[src/rtl/game_state_tx_packer.sv]
// Per-frame game-state snapshot packer: emits a 9-byte AXI-stream frame
// (sync, seq, 6 payload bytes, XOR checksum) once per video frame trigger.
module game_state_tx_packer #(
  parameter logic [10:0] SEND_H    = 11'd1250,
  parameter logic [9:0]  SEND_V    = 10'd850,
  parameter logic [7:0]  SYNC_BYTE = 8'hA5
) (
  input  logic        clk_i,
  input  logic        rst_i,
  input  logic [10:0] hcount_i,
  input  logic [9:0]  vcount_i,
  input  logic [10:0] player_x_i,
  input  logic [10:0] player_y_i,
  input  logic [8:0]  player_dir_i,
  input  logic [2:0]  game_stat_i,
  input  logic        rst_req_i,
  output logic [7:0]  axiod_o,
  output logic        axiov_o,
  output logic        axiol_o,
  input  logic        axiir_i,
  output logic        busy_o,
  output logic [7:0]  drop_count_o
);

  typedef enum logic {IDLE, SEND} state_t;

  state_t      state_q;
  logic [3:0]  idx_q;
  logic [47:0] word_q;
  logic [7:0]  seq_q;
  logic [7:0]  drop_q;
  logic [7:0]  axiod_q;
  logic        axiov_q;
  logic        axiol_q;
  logic        busy_q;

  logic        trig_d;
  logic        xfer_d;
  logic [7:0]  chk_d;
  logic [7:0]  byte_d;

  always_comb begin
    trig_d = (hcount_i == SEND_H) && (vcount_i == SEND_V);
    xfer_d = axiov_q && axiir_i;
    chk_d  = seq_q ^ word_q[47:40] ^ word_q[39:32] ^ word_q[31:24]
           ^ word_q[23:16] ^ word_q[15:8] ^ word_q[7:0];
    // Byte to present after the one currently at idx_q transfers
    byte_d = 8'h00;
    case (idx_q)
      4'd0:    byte_d = seq_q;
      4'd1:    byte_d = word_q[47:40];
      4'd2:    byte_d = word_q[39:32];
      4'd3:    byte_d = word_q[31:24];
      4'd4:    byte_d = word_q[23:16];
      4'd5:    byte_d = word_q[15:8];
      4'd6:    byte_d = word_q[7:0];
      4'd7:    byte_d = chk_d;
      default: byte_d = 8'h00;
    endcase
  end

  always_ff @(posedge clk_i or posedge rst_i) begin
    if (rst_i) begin
      state_q <= IDLE;
      idx_q   <= 4'd0;
      word_q  <= 48'd0;
      seq_q   <= 8'd0;
      drop_q  <= 8'd0;
      axiod_q <= 8'd0;
      axiov_q <= 1'b0;
      axiol_q <= 1'b0;
      busy_q  <= 1'b0;
    end else begin
      case (state_q)
        IDLE: begin
          if (trig_d) begin
            word_q  <= {player_x_i, 1'b0, player_y_i, 1'b0, player_dir_i, 3'b000,
                        game_stat_i, 1'b0, rst_req_i, 3'b000, 4'b0000};
            state_q <= SEND;
            idx_q   <= 4'd0;
            axiod_q <= SYNC_BYTE;
            axiov_q <= 1'b1;
            axiol_q <= 1'b0;
            busy_q  <= 1'b1;
          end
        end
        SEND: begin
          if (trig_d && (drop_q != 8'hFF)) begin
            drop_q <= drop_q + 8'd1;
          end
          if (xfer_d) begin
            if (idx_q == 4'd8) begin
              state_q <= IDLE;
              idx_q   <= 4'd0;
              seq_q   <= seq_q + 8'd1;
              axiod_q <= 8'd0;
              axiov_q <= 1'b0;
              axiol_q <= 1'b0;
              busy_q  <= 1'b0;
            end else begin
              idx_q   <= idx_q + 4'd1;
              axiod_q <= byte_d;
              axiol_q <= (idx_q == 4'd7);
            end
          end
        end
        default: state_q <= IDLE;
      endcase
    end
  end

  assign axiod_o      = axiod_q;
  assign axiov_o      = axiov_q;
  assign axiol_o      = axiol_q;
  assign busy_o       = busy_q;
  assign drop_count_o = drop_q;

endmodule
[config.mk]
export PLATFORM = sky130hd
export DESIGN_NAME = game_state_tx_packer
export DESIGN_NICKNAME = d
export VERILOG_FILES = /design/src/rtl/game_state_tx_packer.sv
export SDC_FILE = /design/constraint.sdc
export NUM_CORES = 1
export LEC_CHECK = 0
export ABC_AREA = 1
export CORE_MARGIN = 8
export CORE_UTILIZATION = 53
export CTS_BUF_LIST = sky130_fd_sc_hd__clkbuf_16
export DETAILED_ROUTE_END_ITERATION = 12
export MAX_ROUTING_LAYER = met4
export PLACE_DENSITY = 0.79
export SLEW_MARGIN = 25
export SYNTH_ARGS = -nofsm -noshare
export SYNTH_HDL_FRONTEND = slang
export SYNTH_SLANG_ARGS = --single-unit
[constraint.sdc]
create_clock -name clk_i -period 2.7 [get_ports clk_i]
set_input_delay 0.54 -clock clk_i [delete_from_list [all_inputs] [get_ports clk_i]]
set_output_delay 0.54 -clock clk_i [all_outputs]
set_load 0.01 [all_outputs]
# ---- Yosys cells after proc, flatten, opt, wreduce, memory -nomap -nowiden
# Cells that the tools add are included.
dict set report classes {
  bitwise_logic 7
  addsub 3
  n_mux 21
  n_reduce_logical 9
  eq_ne 14
}
# op n
set op_table {}
lappend op_table {{$pmux 8 s8} 1}
lappend op_table {{$xor 8x8->8} 6}
lappend op_table {{$mux 8} 3}
lappend op_table {{$add 8x1->8 const B} 2}
lappend op_table {{$eq 4x3->1 const B} 4}
lappend op_table {{$pmux 8 s2} 1}
lappend op_table {{$mux 4} 3}
lappend op_table {{$eq 11x11->1 const B} 1}
lappend op_table {{$eq 10x10->1 const B} 1}
lappend op_table {{$mux 1} 9}
lappend op_table {{$eq 4x2->1 const B} 2}
lappend op_table {{$ne 8x8->1 const B} 1}
lappend op_table {{$pmux 4 s2} 1}
lappend op_table {{$pmux 1 s2} 3}
lappend op_table {{$reduce_and 2->1} 3}
lappend op_table {{$reduce_and 3->1} 2}
lappend op_table {{$add 4x1->4 const B} 1}
lappend op_table {{$eq 4x1->1 const B} 1}
lappend op_table {{$eq 4x4->1 const B} 1}
lappend op_table {{$logic_not 4->1} 1}
lappend op_table {{$ne 2x1->1 const B} 2}
lappend op_table {{$logic_and 1x1->1} 3}
lappend op_table {{$ne 2x2->1 const B} 1}
lappend op_table {{$not 1->1} 1}
dict set report totals {
  output_inout_bits 19
  elab_cells 62
  regBits 66
  inputBits 59
}

# ---- Longest topological paths before layout
# Gate-level depths: netlist of the first run.
dict set report depth {
  depth_word 10
  ltp_mapped 11
  depth_no_buf 11
}

# ---- Worst setup path before layout of the first run
# Ideal clock, no wire load.
dict set report synth_path {
  path_type {reg2reg}
  start {register idx_q[0]}
  end {register seq_q[6]}
  setup_ns 0.124
  n_path_buf 0
  stages_incl_launch_ff 9
  required_ns 2.576
  arrival_time_ns 1.432
  synth_period_minus_slack_ns 1.557
  slack_ns 1.143
  cell_sequence {dfrtp_1 inv_1 ha_1 nand3_4 nor2_8 nand2_4 nor3_4 nand2_1 xor2_1}
}
dict set report synth_via {
  elab_chain_cells 2
}
# item line
set synth_rtl {}
lappend synth_rtl {{start, declared} 28} ;# logic [3:0] idx_q;
lappend synth_rtl {{start signal, assigned} 101} ;# idx_q <= idx_q + 4'd1;
lappend synth_rtl {{$eq 4x4->1} 92} ;# if (idx_q == 4'd8) begin
lappend synth_rtl {{$reduce_and 3->1 (no line)} --}
lappend synth_rtl {{end signal, assigned} 95} ;# seq_q <= seq_q + 8'd1;
lappend synth_rtl {{end, declared} 30} ;# logic [7:0] seq_q;
# No other way between the ends.
# A chain may end at the register's enable or synchronous reset.

# ---- Worst setup path in the final report of the first run
dict set report layout_path {
  start {input vcount_i[2]}
  end {register idx_q[2]}
}
dict set report layout_via {
  elab_chain_cells 4
}
# item line
set layout_rtl {}
lappend layout_rtl {{start, declared} 11} ;# input logic [9:0] vcount_i,
lappend layout_rtl {{$eq 10x10->1} 43} ;# trig_d = (hcount_i == SEND_H) && (vcount_i == SEND_V);
lappend layout_rtl {{$logic_and 1x1->1} 43}
lappend layout_rtl {{$ne 2x2->1 (no line)} --}
lappend layout_rtl {{$reduce_and 2->1 (no line)} --}
# No other way between the ends.

==> summary.txt, run 1 <==
Synth
  – Seq/Total Area, Yosys: 0.388
  – Post-Syn Area per Cell: 6.90 um2
  – Post-synth top area cell: dfrtp_1
  – Post-Synthesis Cells: 618
  – Area contributors post-synth: dfrtp_1 (39%), nand2_1 (20%), inv_1 (7.0%)
  – Async S/R FF share, synth: 1.00
  – Primary FF master, synth: dfrtp_1
  – Post-Syn Area: 4260 um2
  – Flop and latch count out of synthesis: 66
  – Netlist cell types: 30
  – Yosys warning total: 0
  – Syn_nets: 683
  – EDFF count, synth: 0
  – Yosys top cell area share: 0.388

Placement
  – HPWL reported at the end of detailed placement: 8.18 mm
  – Port Buffers: 77
  – Placement-stage cell area: 5100 um2
  – GP Congestion: 0.892

Critical path
  – Critical path arrival: 2.36 ns
  – CP endpoint: idx_q[2]$_DFFE_PP0P_
  – R2R cell count: 10
  – CP Launch Type: input pin
  – WS Path Type: in -> reg
  – Worst Setup End Kind: register
  – Critical Path Source: vcount_i[2]
  – R2R setup slack: 0.78 ns
  – Worst reg2reg startpoint: idx_q[0]$_DFFE_PP0P_
  – Required time worst endpoint: 2.94 ns
  – Critical R2R Capture: axiod_o[3]$_DFFE_PP0P_
  – Highest net fanout along the worst path: 63

Power and ir drop
  – Clk pwr share: 0.521
  – Switching pwr: 468 uW
  – Max IR drop VDD: 0.357 mV
  – Switching Share: 0.200
  – Comb power frac: 0.055
  – Leakage: 2.91 nW
  – Flop pwr share: 0.424
  – Cell Int Power: 1.87 mW
  – Total chip power: 2.34 mW
  – P per Cell Area: 432 nW/um2

Routing
  – Drt pass-1 iters: 5
  – Via density: 5.22
  – Initial drt markers: 198
  – Routed via count: 4,203
  – Antenna Violating Nets Remaining: 0
  – Wire per inst: 13.9 um
  – DRT Wirelength: 11.2 mm
  – Drt drc: 0

STA
  – Final setup violation count: 0
  – Final period util: 0.787
  – Max-Slew Margin vs Limit: 0.601
  – RSZ-0062 raised after global routing: no
  – Setup TNS: 0 ns
  – Slew Limit Fails: 0
  – Worst-Margin Slew: 0.598 ns
  – Fin Hold WS: 0.511 ns
  – Fin Clk Skew: 0.00779 ns
  – Max Fclk: 471 MHz
  – Tmin final: 2.12 ns
  – Final Hold Fails: 0

Die
  – Core ar.: 7770 um2
  – Num rows: 32
  – Chip height: 106 um
  – Die X: 106 um
  – Die area: 11,200 um2
  – Starting density of the core: 0.549
  – IO Count: 78

Clock network
  – Hold Buf Count CTS: 0
  – Num CTS Buffers: 9
  – CTS tree: done
  – Clock latency at the later pin of the worst-skew pair: 0.33 ns
  – Clock-pin slew on the worst setup and hold paths: 0.05 ns
  – H-tree depth: 3
  – Post-CTS setup buffers: 0
  – CTS resizes: 0
  – Clk sink count: 66
  – Clk buf depth: 2
  – Root Buffer: clkbuf_16

Layout
  – Cell area after layout: 5410 um2
  – Number of nets in the layout: 763
  – Area Growth Syn to Fin: 27.0%
  – Number of diodes: 0
  – Layout cell share with drive strength beyond 1: 0.0597

Job
  – Max Cap Viol: 0

GRT
  – Remaining global-route overflow: 0
  – Via count of the first global-routing pass: 4,111
  – First-pass GRT wire length: 18.6 mm
  – Initial antenna violation count: 0
  – Largest net degree at the start of global routing: 64
  – Overall Global Routing Usage: 0.206

Status
  – Outcome: complete, no violations

Hold path
  – Hold/Removal Path Class: reg -> reg
==> how the worst min path moves through the flow <==
stage,start,end,slack [ns],cells after the start
after floorplan,word_q[22]$_DFFE_PP0P_,word_q[22]$_DFFE_PP0P_,0.48,2
after global placement,axiod_o[1]$_DFFE_PP0P_,axiod_o[1]$_DFFE_PP0P_,0.49,2
after detailed placement,axiod_o[6]$_DFFE_PP0P_,axiod_o[6]$_DFFE_PP0P_,0.50,2
after CTS,axiod_o[6]$_DFFE_PP0P_,axiod_o[6]$_DFFE_PP0P_,0.51,2
after global routing,axiod_o[0]$_DFFE_PP0P_,axiod_o[0]$_DFFE_PP0P_,0.54,2
final,axiod_o[4]$_DFFE_PP0P_,axiod_o[4]$_DFFE_PP0P_,0.51,2
==> sequential cells by signal (all words and copies together) (netlist names) <==
| register | count |
|---|---|
| drop_count_o | 8 |
| axiol_o | 1 |
| seq_q | 8 |
| axiod_o | 8 |
| word_q | 35 |
| axiov_o | 1 |
| idx_q | 4 |
| state_q | 1 |
==> critical path, stage by stage <==
cell	delay, ns
clkdlybuf4s50_1	0.50
inv_1	0.05
and3_1	0.14
nand2_1	0.07
nor2_2	0.05
nand3_4	0.05
buf_4	0.49
nand2_1	0.23
o21ai_0	0.22
==> stage by stage <==
| stage | worst slack (ns) | instances | util |
|---|---|---|---|
| final | 0.576 | 805 | 0.697 |
| after global placement | 0.316 | 789 | 0.657 |
| after CTS | 0.540 | 805 | 0.697 |
| after global routing | 0.368 | 805 | 0.697 |
| after detailed placement | 0.218 | 789 | 0.657 |
| after floorplan | 0.505 | 618 | - |
==> cell usage in the layout, fill, tap and decap left out, drive strengths merged <==
master / instances
buf: 4
dfrtp: 66
and3: 2
nand3b: 5
xnor2: 4
bufinv: 2
clkbuf: 9
nand2: 228
xor2: 15
or2: 1
inv: 82
nand4: 11
clkinv: 3
ha: 6
a21oi: 27
a31oi: 2
o21ai: 13
clkdlybuf4s50: 77
nand3: 65
clkinvlp: 1
nor3: 11
nor2: 69
==> cells by family (layout without fill, tap and decap cells) <==
logic type,Yosys count,count (layout),share of synthesized area
compound gates,42,42,0.0499
xor+xnor,19,19,0.0390
buf+inv,93,178,0.0951
simple gates,392,392,0.411
fa+ha+maj,6,6,0.0176
flops,66,66,0.388
==> cell usage after synthesis (2+ instances only) <==
cell type	count
inv_1	79
a31oi_1	2
buf_4	5
nor3_2	2
dfrtp_1	66
a21oi_1	27
nor2_1	60
nor2_4	2
nand3_1	59
nand3_4	3
nand2_1	226
xor2_1	15
and3_1	2
inv_2	2
nor3_1	8
nand4_1	11
o21ai_0	13
xnor2_1	4
ha_1	6
nor2_2	6
nand3b_1	5
buf_6	5
nand3_2	3
==> layout make-up <==
cell class	count	area, um2
Fill cell	668	2360
Multi-Input combinational cell	459	2200
Sequential cell	66	1650
Timing Repair Buffer	81	813
Inverter	81	304
Clock buffer	9	225
Tap cell	102	128
Clock inverter	7	85.1
==> routing by layer <==
| metal | global-route usage | routed length, um | part of all wire |
|---|---|---|---|
| met5 | - | 0 | 0 |
| met4 | 0.0925 | 226 | 0.020 |
| met3 | 0.0451 | 615 | 0.055 |
| met2 | 0.335 | 5440 | 0.49 |
| met1 | 0.240 | 4890 | 0.44 |
==> power groups by stage <==
| stage | Clock, mW | Sequential, mW | Combinational, mW |
|---|---|---|---|
| final | 1.22 | 0.990 | 0.129 |
| after global routing | 1.28 | 0.989 | 0.142 |
| after CTS | 1.23 | 0.990 | 0.132 |
| after detailed placement | 0 | 1.01 | 0.131 |
| after global placement | 0 | 1.01 | 0.129 |
| after floorplan | 0 | 1.01 | 0.0278 |
Power figures use the tool's default switching activity.
==> run 2, diff against run 1 <==
CORE_UTILIZATION = 48   (was 53)
PLACE_DENSITY = 0.75   (was 0.79)
clock period = 1.9 ns   (was 2.7 ns; I/O delays follow)
==> run 2 against run 1 <==
Effect of this change:
- critical path depth decreased by 8
- flip-flop and latch count is the same
- sequential power up 42%
- register-to-register slack got worse by 0.61 ns
- first-iteration DRC count grew 18%
- sequential share of layout area shrank 0.98 points
- combinational power increased by 48%
- count of clock-buffer cells in the layout is the same
- global-route usage fell by 0.43 points
- non-clock buffer count grew 11
- final area rose by 3.3%
- utilization down 5.2 points
- critical endpoint is now drop_count_o[4]
- largest power group unchanged
- highest routed layer unchanged
==> summary.txt, run 2 (synthesized netlist as in run 1, its figures left out) <==
Status
  – Outcome: complete, no violations

Layout
  – Finished Layout Cells: 822
  – Layout cell share with drive strength beyond 1: 0.0798
  – Max reg flops: 35
  – Most frequent cells in the layout: nand2_1 (225), inv_1 (78), clkdlybuf4s50_1 (77), dfrtp_1 (66), nor2_1 (60)
  – Most common cell after layout, fill and taps aside: nand2_1
  – Number of diodes: 0
  – Cell area after layout: 5590 um2
  – Area Growth Syn to Fin: 31.2%
  – Top reg by flops: word_q
  – Number of nets in the layout: 774

Placement
  – Port Buffers: 77
  – HPWL reported at the end of detailed placement: 8.46 mm
  – Placed insts: 806
  – GP Congestion: 0.878
  – Dpl ws: -0.0482 ns
  – Placement-stage cell area: 5230 um2

GRT
  – Largest net degree at the start of global routing: 67
  – First-pass GRT wire length: 19.0 mm
  – Remaining global-route overflow: 0
  – Via count of the first global-routing pass: 4,131
  – Initial antenna violation count: 0
  – Overall Global Routing Usage: 0.202

Routing
  – DRT Wirelength: 11.5 mm
  – Wire per inst: 14.0 um
  – Routed via count: 4,207
  – Antenna Violating Nets Remaining: 0
  – Initial drt markers: 234
  – Drt drc: 0
  – Drt pass-1 iters: 5
  – Via density: 5.12

STA
  – Worst setup margin: 0.143 ns
  – Final setup violation count: 0
  – Final period util: 0.925
  – Fin Clk Skew: 0.00927 ns
  – Final Hold Fails: 0
  – Tmin final: 1.76 ns
  – Max-Slew Margin vs Limit: 0.623
  – Worst-Margin Slew: 0.565 ns
  – RSZ-0062 raised after global routing: no
  – Max Fclk: 569 MHz
  – Slew Limit Fails: 0
  – Setup TNS: 0 ns

Die
  – Num rows: 34
  – Die area: 12,100 um2
  – Die X: 110 um
  – Starting density of the core: 0.491
  – Chip height: 110 um
  – Core ar.: 8680 um2
  – IO Count: 78

Clock network
  – Clk buf depth: 2
  – Num CTS Buffers: 9
  – Clk sink count: 66
  – Post-CTS setup buffers: 0
  – Root Buffer: clkbuf_16
  – Clock-pin slew on the worst setup and hold paths: 0.06 ns
  – H-tree depth: 3
  – Clock latency at the later pin of the worst-skew pair: 0.33 ns
  – CTS tree: done
  – Hold Buf Count CTS: 0
  – CTS resizes: 0

Critical path
  – WS Path Type: reg -> out
  – CP Cell Sequence: clkdlybuf4s50_1
  – Critical path arrival: 1.38 ns
  – Top delay family on crit path: buffers and inverters
  – Slowest stage delay, CP: 0.58 ns
  – Worst path buffer plus inverter count: 1
  – Slowest CP cell: clkdlybuf4s50_1
  – Worst Setup End Kind: output pin
  – CP Launch Type: register
  – Required time worst endpoint: 1.52 ns
  – Highest net fanout along the worst path: 6

Power and ir drop
  – P per Cell Area: 634 nW/um2
  – Max IR drop VDD: 0.357 mV
  – Total chip power: 3.55 mW
  – Leakage: 2.99 nW

Hold path
  – Hold/Removal Path Class: in -> async

Job
  – Max Cap Viol: 0
[run 2: per-layer routing]
metal	part of all wire	vias to the layer above	wire length [um]	global-route usage
met1	0.43	1924	4880	0.242
met4	0.027	0	312	0.0923
li1	-	2111	-	-
met5	0	-	0	-
met2	0.49	145	5620	0.330
met3	0.058	27	662	0.0308
[run 2: power breakdown]
part	total, mW	leakage [nW]	switching [mW]	internal, mW
registers	1.41	0.719	0.00000251	1.41
logic	0.191	2.11	0.0686	0.122
clock network	1.95	0.167	0.657	1.29
total	3.55	2.99	0.726	2.82
[run 2: path summary, 6_finish.rpt]
check / start / end / slack, ns / cells past startpoint
max reg2reg: idx_q[1]$_DFFE_PP0P_ / axiod_o[0]$_DFFE_PP0P_ / 0.17 / 10
max: drop_count_o[4]$_DFFE_PP0P_ / drop_count_o[4] / 0.14 / 1
min in group clk_i: axiol_o$_DFFE_PP0P_ / axiol_o$_DFFE_PP0P_ / 0.52 / 2
max in group asynchronous: rst_i / axiod_o[2]$_DFFE_PP0P_ / 1.12 / 3
min: rst_i / axiod_o[7]$_DFFE_PP0P_ / 0.48 / 3
min reg2reg: axiol_o$_DFFE_PP0P_ / axiol_o$_DFFE_PP0P_ / 0.52 / 2
[run 2: cell type report]
type	count	area (um2)
fill	761	3090
multi-input combinational	459	2210
inverter	81	308
clock inverter	7	124
clock buffer	9	225
tap	108	135
sequential	66	1650
timing repair buffer	92	933
[run 2: worst reg2reg max path, cell delays in order (launching register included)]
cell and delay [ns]:
dfrtp_1 0.41, inv_1 0.11, ha_1 0.24, inv_1 0.09, nor2_2 0.31, nand2_1 0.11
o21ai_0 0.12, nor2_1 0.09, nand3_1 0.10, nand2_1 0.06, nand2_1 0.05
[run 2: per-stage QoR]
step | utilization | hold slack (ns)
3_5_place_dp | 0.603 | 0.509
5_1_grt | 0.644 | 0.529
4_1_cts | 0.643 | 0.506
3_3_place_gp | 0.603 | 0.499
2_1_floorplan | - | 0.484
6_report | 0.644 | 0.483
==> run 3, diff against run 2 <==
GPL_TIMING_DRIVEN = 0   (was not set)
==> run 3 against run 2 <==
Effect of this change:
- first-iteration DRC count shrank 6.8%
- global-route usage grew 1.1 points
- fmax shrank 3.0%
- critical path type unchanged
- largest cell class unchanged
- worst hold slack lost 0.14 ns
- non-clock buffer count shrank 1
- flip-flop and latch count is the same
==> summary.txt, run 3 (synthesized netlist as in run 1, its figures left out) <==
Status
  – Outcome: complete, no violations

STA
  – Slew Limit Fails: 0
  – Worst-Margin Slew: 0.616 ns
  – RSZ-0062 raised after global routing: no
  – Max Fclk: 552 MHz
  – Tmin final: 1.81 ns
  – Fin Hold WS: 0.346 ns
  – Max-Slew Margin vs Limit: 0.589
  – Final Hold Fails: 0
  – Setup TNS: 0 ns
  – Final setup violation count: 0
  – Final period util: 0.953
  – Fin Clk Skew: 0.00704 ns

GRT
  – Via count of the first global-routing pass: 4,199
  – Remaining global-route overflow: 0
  – First-pass GRT wire length: 19.7 mm
  – Initial antenna violation count: 0
  – Overall Global Routing Usage: 0.213
  – Largest net degree at the start of global routing: 30

Die
  – Die area: 12,100 um2
  – Chip height: 110 um
  – Die X: 110 um
  – Starting density of the core: 0.491
  – Num rows: 34
  – IO Count: 78
  – Core ar.: 8680 um2

Layout
  – Area Growth Syn to Fin: 29.9%
  – Number of diodes: 0
  – Number of nets in the layout: 773
  – Top reg by flops: word_q
  – Max reg flops: 35
  – Most frequent cells in the layout: nand2_1 (226), inv_1 (78), clkdlybuf4s50_1 (77), dfrtp_1 (66), nor2_1 (60)
  – Fillcell total: 761
  – Layout cell share with drive strength beyond 1: 0.0729
  – Most common cell after layout, fill and taps aside: nand2_1
  – Finished Layout Cells: 821

Clock network
  – Num CTS Buffers: 9
  – Clock latency at the later pin of the worst-skew pair: 0.33 ns
  – H-tree depth: 3
  – CTS tree: done
  – Clk sink count: 66
  – Clock-pin slew on the worst setup and hold paths: 0.05 ns
  – Hold Buf Count CTS: 0
  – Root Buffer: clkbuf_16
  – CTS resizes: 0
  – Post-CTS setup buffers: 0
  – Clk buf depth: 2

Power and ir drop
  – Leakage: 2.95 nW
  – Max IR drop VDD: 0.403 mV
  – P per Cell Area: 607 nW/um2

Hold path
  – Hold/Removal Path Class: in -> async

Critical path
  – Critical path arrival: 1.43 ns
  – Worst Setup End Kind: output pin
  – Required time worst endpoint: 1.52 ns
  – Highest net fanout along the worst path: 4
  – CP Launch Type: register
  – WS Path Type: reg -> out

Placement
  – Placed insts: 805
  – Port Buffers: 77
  – GP Congestion: 0.913
  – HPWL reported at the end of detailed placement: 8.98 mm

Routing
  – Initial drt markers: 218
  – Wire per inst: 14.8 um
  – Antenna Violating Nets Remaining: 0
  – Drt pass-1 iters: 5
  – Drt drc: 0
  – Routed via count: 4,298
  – DRT Wirelength: 12.1 mm
  – Via density: 5.24

Job
  – Max Cap Viol: 0
run 3: cell count changes in the layout (fill, tap and decap cells not counted), moves of 2 or more:
cell / previous run / this run
buf_4: 11 / 5
buf_6: 0 / 5
buf_12: 4 / 2
inv_6: 2 / 0
run 3: per-layer routing:
| layer | up-vias | GRT usage | part of all wire |
|---|---|---|---|
| met5 | - | - | 0 |
| met4 | 0 | 0.0923 | 0.018 |
| met3 | 20 | 0.0291 | 0.056 |
| met2 | 137 | 0.356 | 0.49 |
| met1 | 2018 | 0.254 | 0.43 |
| li1 | 2123 | - | - |
run 3: path summary, 6_finish.rpt:
check | from | end | cells after the start | slack (ns)
worst max-delay path | axiov_o$_DFFE_PP0P_ | busy_o | 2 | 0.09
worst min-delay path | rst_i | axiol_o$_DFFE_PP0P_ | 2 | 0.35
worst max register to register | idx_q[1]$_DFFE_PP0P_ | axiod_o[0]$_DFFE_PP0P_ | 10 | 0.15
worst min register to register | axiod_o[6]$_DFFE_PP0P_ | axiod_o[6]$_DFFE_PP0P_ | 2 | 0.51
max in group asynchronous | rst_i | word_q[40]$_DFFE_PP0P_ | 4 | 0.90
min in group clk_i | axiod_o[6]$_DFFE_PP0P_ | axiod_o[6]$_DFFE_PP0P_ | 2 | 0.51
run 3: worst max-delay path: stages, from the launching register on:
cell,delay [ns]
dfrtp_1,0.43
buf_4,0.14
clkdlybuf4s50_1,0.53
run 3: cell type report:
cell class / instances / area (um2) / share of cell area
inverters: 81 / 308 / 0.0556
repair buffers: 79 / 811 / 0.146
well taps: 108 / 135 / 0.0244
plain buffers: 12 / 101 / 0.0183
clock buffers: 9 / 225 / 0.0407
multi-input cells: 459 / 2210 / 0.399
clock inverters: 7 / 93.8 / 0.0169
flip-flops and latches: 66 / 1650 / 0.298
run 3: through the flow:
stage          instance area [um2]  setup WS (ns)  power (mW)   util
5_1_grt                       5540         0.0173        3.46  0.638
3_3_place_gp                  5170         -0.107        1.61  0.596
4_1_cts                       5530         0.0557        3.38  0.637
2_1_floorplan                 4270          0.343        1.47      -
6_report                      5540         0.0895        3.36  0.638
3_5_place_dp                  5210         -0.122        1.62  0.600
run 3: where the power goes:
part / internal (mW) / switching, mW
clock: 1.14 / 0.624
combinational: 0.121 / 0.0679
sequential: 1.41 / 0.00000246
total: 2.67 / 0.691
